## src/rtl/keypad_pkg.sv

```systemverilog
// keypad_pkg: shared types, sizes and row-priority helper for the keypad scanner.
package keypad_pkg;
  typedef enum logic [1:0] {SCAN, DEBOUNCE, RELEASE} state_e;
  localparam int NUM_ROWS = 4;
  localparam int NUM_COLS = 4;
  localparam int KEY_W = 4;
  function automatic logic [1:0] first_low(input logic [NUM_ROWS-1:0] rows);
    return !rows[0] ? 2'd0 : !rows[1] ? 2'd1 : !rows[2] ? 2'd2 : 2'd3;
  endfunction
endpackage

```

## src/rtl/keypad_sync.sv

```systemverilog
// keypad_sync: 2-flop synchroniser; resets to all-ones so idle rows read released.
module keypad_sync #(
  parameter int W = 4
) (
  input  logic         clk,
  input  logic         reset,
  input  logic [W-1:0] d_i,
  output logic [W-1:0] q_o
);
  logic [W-1:0] meta_q, sync_q;
  always_ff @(posedge clk or posedge reset)
    if (reset) begin
      meta_q <= '1;
      sync_q <= '1;
    end else begin
      meta_q <= d_i;
      sync_q <= meta_q;
    end
  assign q_o = sync_q;
endmodule

```

## src/rtl/keypad_scanner.sv

```systemverilog
// keypad_scanner: scans a 4x4 active-low keypad, debounces press and release,
// and emits one enter strobe with the key code per accepted press.
module keypad_scanner
  import keypad_pkg::*;
#(
  parameter int SCAN_DIV = 1000,
  parameter int DEBOUNCE_CYCLES = 200000
) (
  input  logic                clk,
  input  logic                reset,
  input  logic [NUM_ROWS-1:0] row_sense,
  output logic [NUM_COLS-1:0] col_drive,
  output logic [KEY_W-1:0]    digit,
  output logic                enter
);
  localparam int DW = $clog2(SCAN_DIV);
  localparam int CW = $clog2(DEBOUNCE_CYCLES);
  localparam logic [DW-1:0] DWELL_MAX = DW'(SCAN_DIV - 1);
  localparam logic [CW-1:0] CNT_MAX = CW'(DEBOUNCE_CYCLES - 1);
  state_e state_q, state_d;
  logic [DW-1:0] dwell_q, dwell_d;
  logic [CW-1:0] cnt_q, cnt_d;
  logic [1:0] col_q, col_d, row_q, row_d;
  logic [KEY_W-1:0] digit_q, digit_d;
  logic enter_q, enter_d;
  logic [NUM_ROWS-1:0] row_s;
  keypad_sync #(.W(NUM_ROWS)) u_sync (
    .clk  (clk),
    .reset(reset),
    .d_i  (row_sense),
    .q_o  (row_s)
  );
  always_ff @(posedge clk or posedge reset)
    if (reset) begin
      state_q <= SCAN;
      dwell_q <= '0;
      cnt_q   <= '0;
      col_q   <= '0;
      row_q   <= '0;
      digit_q <= '0;
      enter_q <= 1'b0;
    end else begin
      state_q <= state_d;
      dwell_q <= dwell_d;
      cnt_q   <= cnt_d;
      col_q   <= col_d;
      row_q   <= row_d;
      digit_q <= digit_d;
      enter_q <= enter_d;
    end
  // col_q stays put through DEBOUNCE and RELEASE, which freezes col_drive.
  always_comb begin
    state_d = state_q;
    dwell_d = dwell_q;
    cnt_d   = cnt_q;
    col_d   = col_q;
    row_d   = row_q;
    digit_d = digit_q;
    enter_d = 1'b0;
    case (state_q)
      SCAN:
        if (dwell_q != DWELL_MAX) dwell_d = dwell_q + 1'b1;
        else if (!(&row_s)) begin
          row_d   = first_low(row_s);
          cnt_d   = '0;
          state_d = DEBOUNCE;
        end else begin
          col_d   = col_q + 2'd1;
          dwell_d = '0;
        end
      DEBOUNCE:
        if (row_s[row_q]) begin
          col_d   = col_q + 2'd1;
          dwell_d = '0;
          state_d = SCAN;
        end else if (cnt_q == CNT_MAX) begin
          enter_d = 1'b1;
          digit_d = {row_q, col_q};
          cnt_d   = '0;
          state_d = RELEASE;
        end else cnt_d = cnt_q + 1'b1;
      RELEASE:
        if (!(&row_s)) cnt_d = '0;
        else if (cnt_q == CNT_MAX) begin
          col_d   = col_q + 2'd1;
          dwell_d = '0;
          cnt_d   = '0;
          state_d = SCAN;
        end else cnt_d = cnt_q + 1'b1;
      default: state_d = SCAN;
    endcase
  end
  assign col_drive = ~(NUM_COLS'(1) << col_q);
  assign digit = digit_q;
  assign enter = enter_q;
endmodule

```

## config.mk

```make
export PLATFORM = sky130hd
export DESIGN_NAME = keypad_scanner
export DESIGN_NICKNAME = d
export VERILOG_FILES = /design/src/rtl/keypad_pkg.sv /design/src/rtl/keypad_sync.sv /design/src/rtl/keypad_scanner.sv
export SDC_FILE = /design/constraint.sdc
export NUM_CORES = 1
export LEC_CHECK = 0
export ABC_AREA = 1
export BUFFER_PORTS_ARGS = -buffer_cell sky130_fd_sc_hd__buf_2
export CAP_MARGIN = 0
export CORE_MARGIN = 4
export CORE_UTILIZATION = 57
export CTS_BUF_LIST = sky130_fd_sc_hd__clkbuf_8
export CTS_CLUSTER_DIAMETER = 60
export DETAILED_ROUTE_END_ITERATION = 8
export PLACE_DENSITY_LB_ADDON = 0.05
export SYNTH_ARGS = -nofsm -noshare
export SYNTH_HDL_FRONTEND = slang
export SYNTH_SLANG_ARGS = --single-unit
```

## constraint.sdc

```tcl
create_clock -name clk -period 1.9 [get_ports clk]
set_input_delay 0 -clock clk [delete_from_list [all_inputs] [get_ports clk]]
set_output_delay 0 -clock clk [all_outputs]
set_load 0.05 [all_outputs]
```

==> implementation parameters, run 1 <==
Parameter                              Value

Floorplan
  Core Rows    25
  DIE HEIGHT    78.3 µm
  Initial standard-cell utilization of the core    59.2%
  Die width    78.3 µm
  Die area    6130 µm²
  Core area    approximately 4800 µm²
  Boundary Pins    15

Timing
  Pins over their slew limit    0
  Tightest hold margin    0.208 ns
  Final number of hold-violating endpoints    0
  Setup clock skew after layout    0.00934 ns
  Normalized max-slew margin    74.2%
  Achievable clock frequency    572 MHz
  Minimum period implied by the final worst setup slack    1.75 ns
  Post-route fraction of the period consumed by the critical path    92.0%
  # setup viols final    0
  Slew of the pin with the lowest slew margin    0.384 ns

Power and ir drop
  Leakage    1.62 nW
  PwrDens    approximately 540 nW/µm²
  Maximum VDD drop    roughly 0.00044 V

Layout
  Fraction of layout cells with a size suffix above 1    19.3%
  Synthesis-to-layout area growth    12.3%
  Net total in the final layout    414
  Post-Layout Inst Area    between 3000 and 4000 µm²
  Number of inserted diodes    0

Synth
  Number of synthesis warnings    0
  Most frequent cells after synthesis    nand2_1, inv_1, dfrtp_1
  Seq cells post-synth    47
  Sequential share of the synthesized area    42.1%
  Largest area contributor in the netlist    dfrtp_1
  Post-synthesis cell type count    30
  Top flip-flop cell by instance count after synthesis    dfrtp_1
  Number of synthesized flops with an enable pin    0
  Net count after synthesis    383
  Share of the synthesized area in the top cell type    a little over a third
  Cells taking the most area after synthesis    dfrtp_1, nand2_1, inv_1, dfstp_2, nand3_1
  Total standard cell area after synthesis    2820 µm²
  Cell count after synthesis    367
  Most common cell in the synthesized netlist    nand2_1
  Avg Synthesized Cell Area    7.67 µm²
  Share of flip-flops with an asynchronous set or reset    100%

Worst setup path
  CP startpoint    state_q[0]
  Data arrival time of the critical path    1.94 ns
  Logic depth of the worst register-to-register path    9
  Kind of end point of the critical path    register
  Data required time of the critical path    2.10 ns
  Critical path, cell by cell    inv_1 -> ha_1 -> inv_1 -> o21ai_0 -> inv_1 -> nand3_4 -> inv_1 -> nand2_1 -> nand2_1
  Largest driver fanout on the critical path    9
  Logic depth of the worst setup path including buffers    9
  Worst Path Buf+Inv    4
  Worst setup path class    register to register
  Worst r2r src    state_q[0]
  Cell type group with the largest total delay on the critical path    buffers and inverters
  CP max-delay cell    dfrtp_1
  Delay of the slowest cell on the worst path    0.43 ns
  Critical path launch point type    register
  Most frequent cell on the critical path    inv_1

Drt
  DR DRC count    0
  Total number of vias    2330
  First DRT Iteration DRCs    69
  Post-route ant nets    0
  First-pass detailed-route iteration total    4
  Overall routed net length    5.54 mm
  Drt via density    5.00
  Average routed wire per standard cell    11.9 µm

Global route
  Via count of the first global-routing pass    2229
  Tot GR Track Use    19.8%
  Global-route wire length before repair    9.74 mm
  Largest net degree at the start of global routing    19
  Remaining Overflow, GRT    0
  Antenna violations before repair    0

Run status
  Outcome    complete, no violations

Placement
  Final Wtd Congestion    0.821
  Placed wire-length estimate    4.08 mm
  Count of buffers from port buffering    14
  Total cell area at the placement stage    2980 µm²

Clock tree
  TritonCTS clock tree    done
  Root buffer cell    clkbuf_8
  CTS buffer count    5
  Clock slew at the register clock pins of the worst setup and hold paths    around 0.090 ns
  Clock Latency Late Sink    0.30 ns
  Htree depth    2
  Longest Clk Path Bufs    2
  Number of clock sinks    47

Run
  Max-Cap Viols    0

Worst hold path
  Type of the most critical hold path    primary input to asynchronous set/reset pin
state kept, by name (all words and copies together) (netlist names):
signal,flops
cnt_q,18
dwell_q,10
state_q,2
row_q,2
u_sync.q_o,4
u_sync.meta_q,4
col_q,2
digit,4
enter,1
cell usage in the layout, fill, tap and decap left out, drive strengths merged, types with 2 or more instances in the layout:
cell and n:
inv 63, dfstp 8, o21bai 3, nand4 12
a21oi 5, nand3 34, dlygate4sd3 5, buf 22
nor2 41, nor3 11, ha 10, dfrtp 39
o21ai 20, xor2 2, nand2 112, clkbuf 6
worst min-delay path, stage by stage:
cell and delay (ns):
dlygate4sd3_1 0.53, buf_2 0.12, inv_2 0.27
routing by layer:
layer  GRT usage, %  wire [µm]
met5              0          0
met4           7.69        115
met3           3.44        124
met2           34.4       2730
met1           24.6       2560
layout make-up:
class	count	area (µm²)
Multi-Input combinational cell	254	1380
Clock inverter	2	16.3
Sequential cell	47	1190
Timing Repair Buffer	27	180
Tap cell	67	83.8
Clock buffer	6	82.6
Inverter	63	236
Fill cell	438	1590
logic make-up after synthesis:
logic type      count (synthesis)  share of synthesized area [%]
buf+inv                        67                           10.0
xor+xnor                        2                          0.622
fa+ha+maj                      10                           4.44
compound gates                 29                           6.44
flops                          47                           42.1
simple gates                  212                           36.4
stage by stage:
step	power (mW)	utilization, %	TNS (ns)	std cells	setup WS (ns)
floorplan	1.06	-	0	367	0.273
global placement	1.07	62.8	0	452	0.0804
detailed placement	1.08	62.8	0	452	0.0307
CTS	1.73	65.9	0	465	0.0126
global route	1.78	66.5	-0.00748	466	-0.00654
finish	1.70	66.5	0	466	0.153
timing repair:
item                                   CTS  global route
setup endpoints to repair                0            23
endpoints found under the hold margin   20             0
buffers inserted                         0             0
resized for setup                        0             5
hold buffers                             5             0
where the power goes:
part | leakage (nW) | total [mW] | switching, mW | internal [mW]
Combinational | 0.961 | 0.0429 | 0.0272 | 0.0157
Clock | 0.0474 | 0.642 | 0.345 | 0.297
Sequential | 0.615 | 1.02 | 0.00472 | 1.02
Total | 1.62 | 1.70 | 0.377 | 1.33
final timing paths:
path,end,slack (ns)
worst max register to register,dwell_q[0],0.15
worst min-delay path,cnt_q[14],0.21
worst max-delay path,dwell_q[0],0.15
worst min register to register,u_sync.q_o[3],0.36
max in group asynchronous,u_sync.q_o[3],1.06
min in group clk,u_sync.meta_q[3],0.34
Note: power is estimated with default switching activity, not from simulation.
==> inputs of run 2 (changes only) <==
Clock period 1.9 ns to 1.72 ns, I/O delays scaled along.
==> run 2 against run 1 <==
  * Utilization increased by 6.9 points
  * Sequential share of layout area fell by 3.5 points
  * Via count rose by 10%
  * Design area rose by 10%
  * Combinational power increased by 16%
  * Largest power group unchanged
  * Total power up 6.6%
  * Routed wire length is 14% higher
  * Worst setup slack lost 0.094 ns
  * Highest routed layer unchanged
==> implementation parameters, run 2 (synthesis results as in run 1) <==
Parameter                              Value

Layout
  Top register by number of flip-flops    cnt_q
  Flip-flop count of the largest register after layout    18
  Number of filler instances in the final layout    394
  Commonest non-fill, non-tap cell in the layout    nand2_1
  Fraction of layout cells with a size suffix above 1    between 20 and 30%
  Synthesis-to-layout area growth    23.9%
  Number of inserted diodes    0
  Core utilization of the finished layout    73.4%
  Top Registers    cnt_q x18, dwell_q x10
  Post-Layout Inst Area    3490 µm²
  Commonest non-fill, non-tap cells in the layout    nand2_1, inv_1, dfrtp_1
  Net total in the final layout    446

Drt
  Length of routed met3 wiring    350 µm
  First DRT Iteration DRCs    between 100 and 150
  Average routed wire per standard cell    12.7 µm
  Detail Route met2 WL    approximately 3.2 mm
  Met1 wire length    around 2.6 mm
  First-pass detailed-route iteration total    8
  DR DRC count    0
  Drt via density    5.16
  Post-route ant nets    0
  Highest metal layer used by the detailed router    met4
  Total number of vias    between 2000 and 3000
  Overall routed net length    6.30 mm

Floorplan
  Die area    6130 µm²
  Core area    between 4000 and 5000 µm²
  Core Rows    25
  Die width    78.3 µm
  DIE HEIGHT    slightly below 80 µm
  Boundary Pins    15
  Initial standard-cell utilization of the core    around 59%

Timing
  Post-route fraction of the period consumed by the critical path    96.6%
  Tightest hold margin    0.240 ns
  Post-layout worst setup margin    0.0585 ns
  Slew of the pin with the lowest slew margin    just over 0.4 ns
  # setup viols final    0
  Achievable clock frequency    ~600 MHz
  Minimum period implied by the final worst setup slack    1.66 ns
  Pins over their slew limit    0
  Setup clock skew after layout    0.00649 ns
  Final number of hold-violating endpoints    0
  RSZ-0062 raised after global routing    yes
  Normalized max-slew margin    72.3%

Worst setup path
  CP max-delay cell    dfrtp_1
  Largest driver fanout on the critical path    6
  Most frequent cell on the critical path    nand2_2
  Cell type group with the largest total delay on the critical path    simple AND/OR/NAND/NOR gates
  Data arrival time of the critical path    ~1.9 ns
  Critical path launch point type    register
  Delay of the slowest cell on the worst path    0.37 ns
  Kind of end point of the critical path    register
  Logic depth of the worst register-to-register path    11
  Worst R2R End    cnt_q[13]
  Data required time of the critical path    1.91 ns
  Worst r2r src    cnt_q[1]
  Critical path, cell by cell    ha_2 -> inv_2 -> nor2_4 -> nand2_2 -> nor2_4 -> nand3_4 -> nand2_2 -> nand2_2 -> buf_6 -> nand2_1 -> a21oi_1
  Worst setup path class    register to register
  Internal reg-to-reg setup slack    0.06 ns
  Worst Path Buf+Inv    2

Run
  Max-Cap Viols    0

Power and ir drop
  PwrDens    roughly 520 nW/µm²
  Leakage    between 1.5 and 2 nW
  Maximum VDD drop    0.000550 V

Worst hold path
  Type of the most critical hold path    primary input to asynchronous set/reset pin

Clock tree
  CTS buffer count    5
  Number of clock sinks    47
  Htree depth    2
  TritonCTS clock tree    done
  Root buffer cell    clkbuf_8
  Longest Clk Path Bufs    2
  Clock Latency Late Sink    0.30 ns
  Clock slew at the register clock pins of the worst setup and hold paths    0.09 ns

Global route
  Via count of the first global-routing pass    2521
  Global-route wire length before repair    roughly 11 mm
  Tot GR Track Use    21.6%
  Antenna violations before repair    0
  Largest net degree at the start of global routing    22
  Remaining Overflow, GRT    0

Placement
  Total cell area at the placement stage    roughly 3200 µm²
  Final Wtd Congestion    between 0.9 and 1
  Count of buffers from port buffering    14
  Placed wire-length estimate    between 4 and 5 mm
  Worst slack after detailed placement    -0.0272 ns

Run status
  Outcome    complete, no violations
[run 2: cell types whose count changed in the layout (fill, tap and decap cells not counted), sizes merged]
| cell | before | now |
|---|---|---|
| buf | 22 | 51 |
| inv | 63 | 64 |
| nand3 | 34 | 36 |
[run 2: cell type report]
type	count	area (µm²)	area share, %
clock buffers	5	68.8	1.97
clock inverters	3	16.3	0.466
inverters	63	239	6.85
multi-input cells	256	1450	41.5
flip-flops and latches	47	1190	34.0
well taps	67	83.8	2.40
repair buffers	57	445	12.8
[run 2: how the worst max path moves through the flow]
stage | from | end | slack, ns | depth (start not counted)
3_3_place_gp | state_q[0] | dwell_q[3] | 0.02 | 9
4_1_cts | state_q[0] | dwell_q[2] | 0.008 | 9
3_5_place_dp | state_q[0] | dwell_q[2] | -0.03 | 9
2_1_floorplan | dwell_q[0] | dwell_q[2] | 0.09 | 10
6_report | cnt_q[1] | cnt_q[13] | 0.06 | 11
5_1_grt | dwell_q[1] | cnt_q[11] | -0.05 | 12
[run 2: layer usage]
layer	track usage, %	vias up
met5	0	-
met3	3.33	15
met1	26.9	1199
li1	-	1278
met2	38.5	77
met4	6.29	0
[run 2: timing repair]
| item | CTS | global route |
|---|---|---|
| buffers inserted | 0 | 5 |
| gates resized for setup | 2 | 30 |
| endpoints found under the setup margin | 10 | 35 |
| endpoints found under the hold margin | 17 | 0 |
| pin swaps | 1 | 5 |
| hold buffers | 5 | 0 |
| cloned | 1 | 3 |
[run 2: worst min-delay path: stages]
cell and delay, ns:
dlygate4sd3_1 0.53, buf_2 0.12, inv_2 0.31
[run 2: report_power, final]
group          switching [mW]  internal (mW)  total, mW
logic                  0.0314         0.0182     0.0496
registers             0.00513           1.12       1.13
clock network           0.363          0.279      0.641
total                   0.399           1.42       1.82
[run 2: per-stage QoR]
stage	total power [mW]	TNS, ns	instances
finish	1.82	0	498
global route	1.90	-0.343	498
CTS	1.84	0	490
detailed placement	1.19	-0.0535	476
global placement	1.19	0	476
floorplan	1.17	0	367
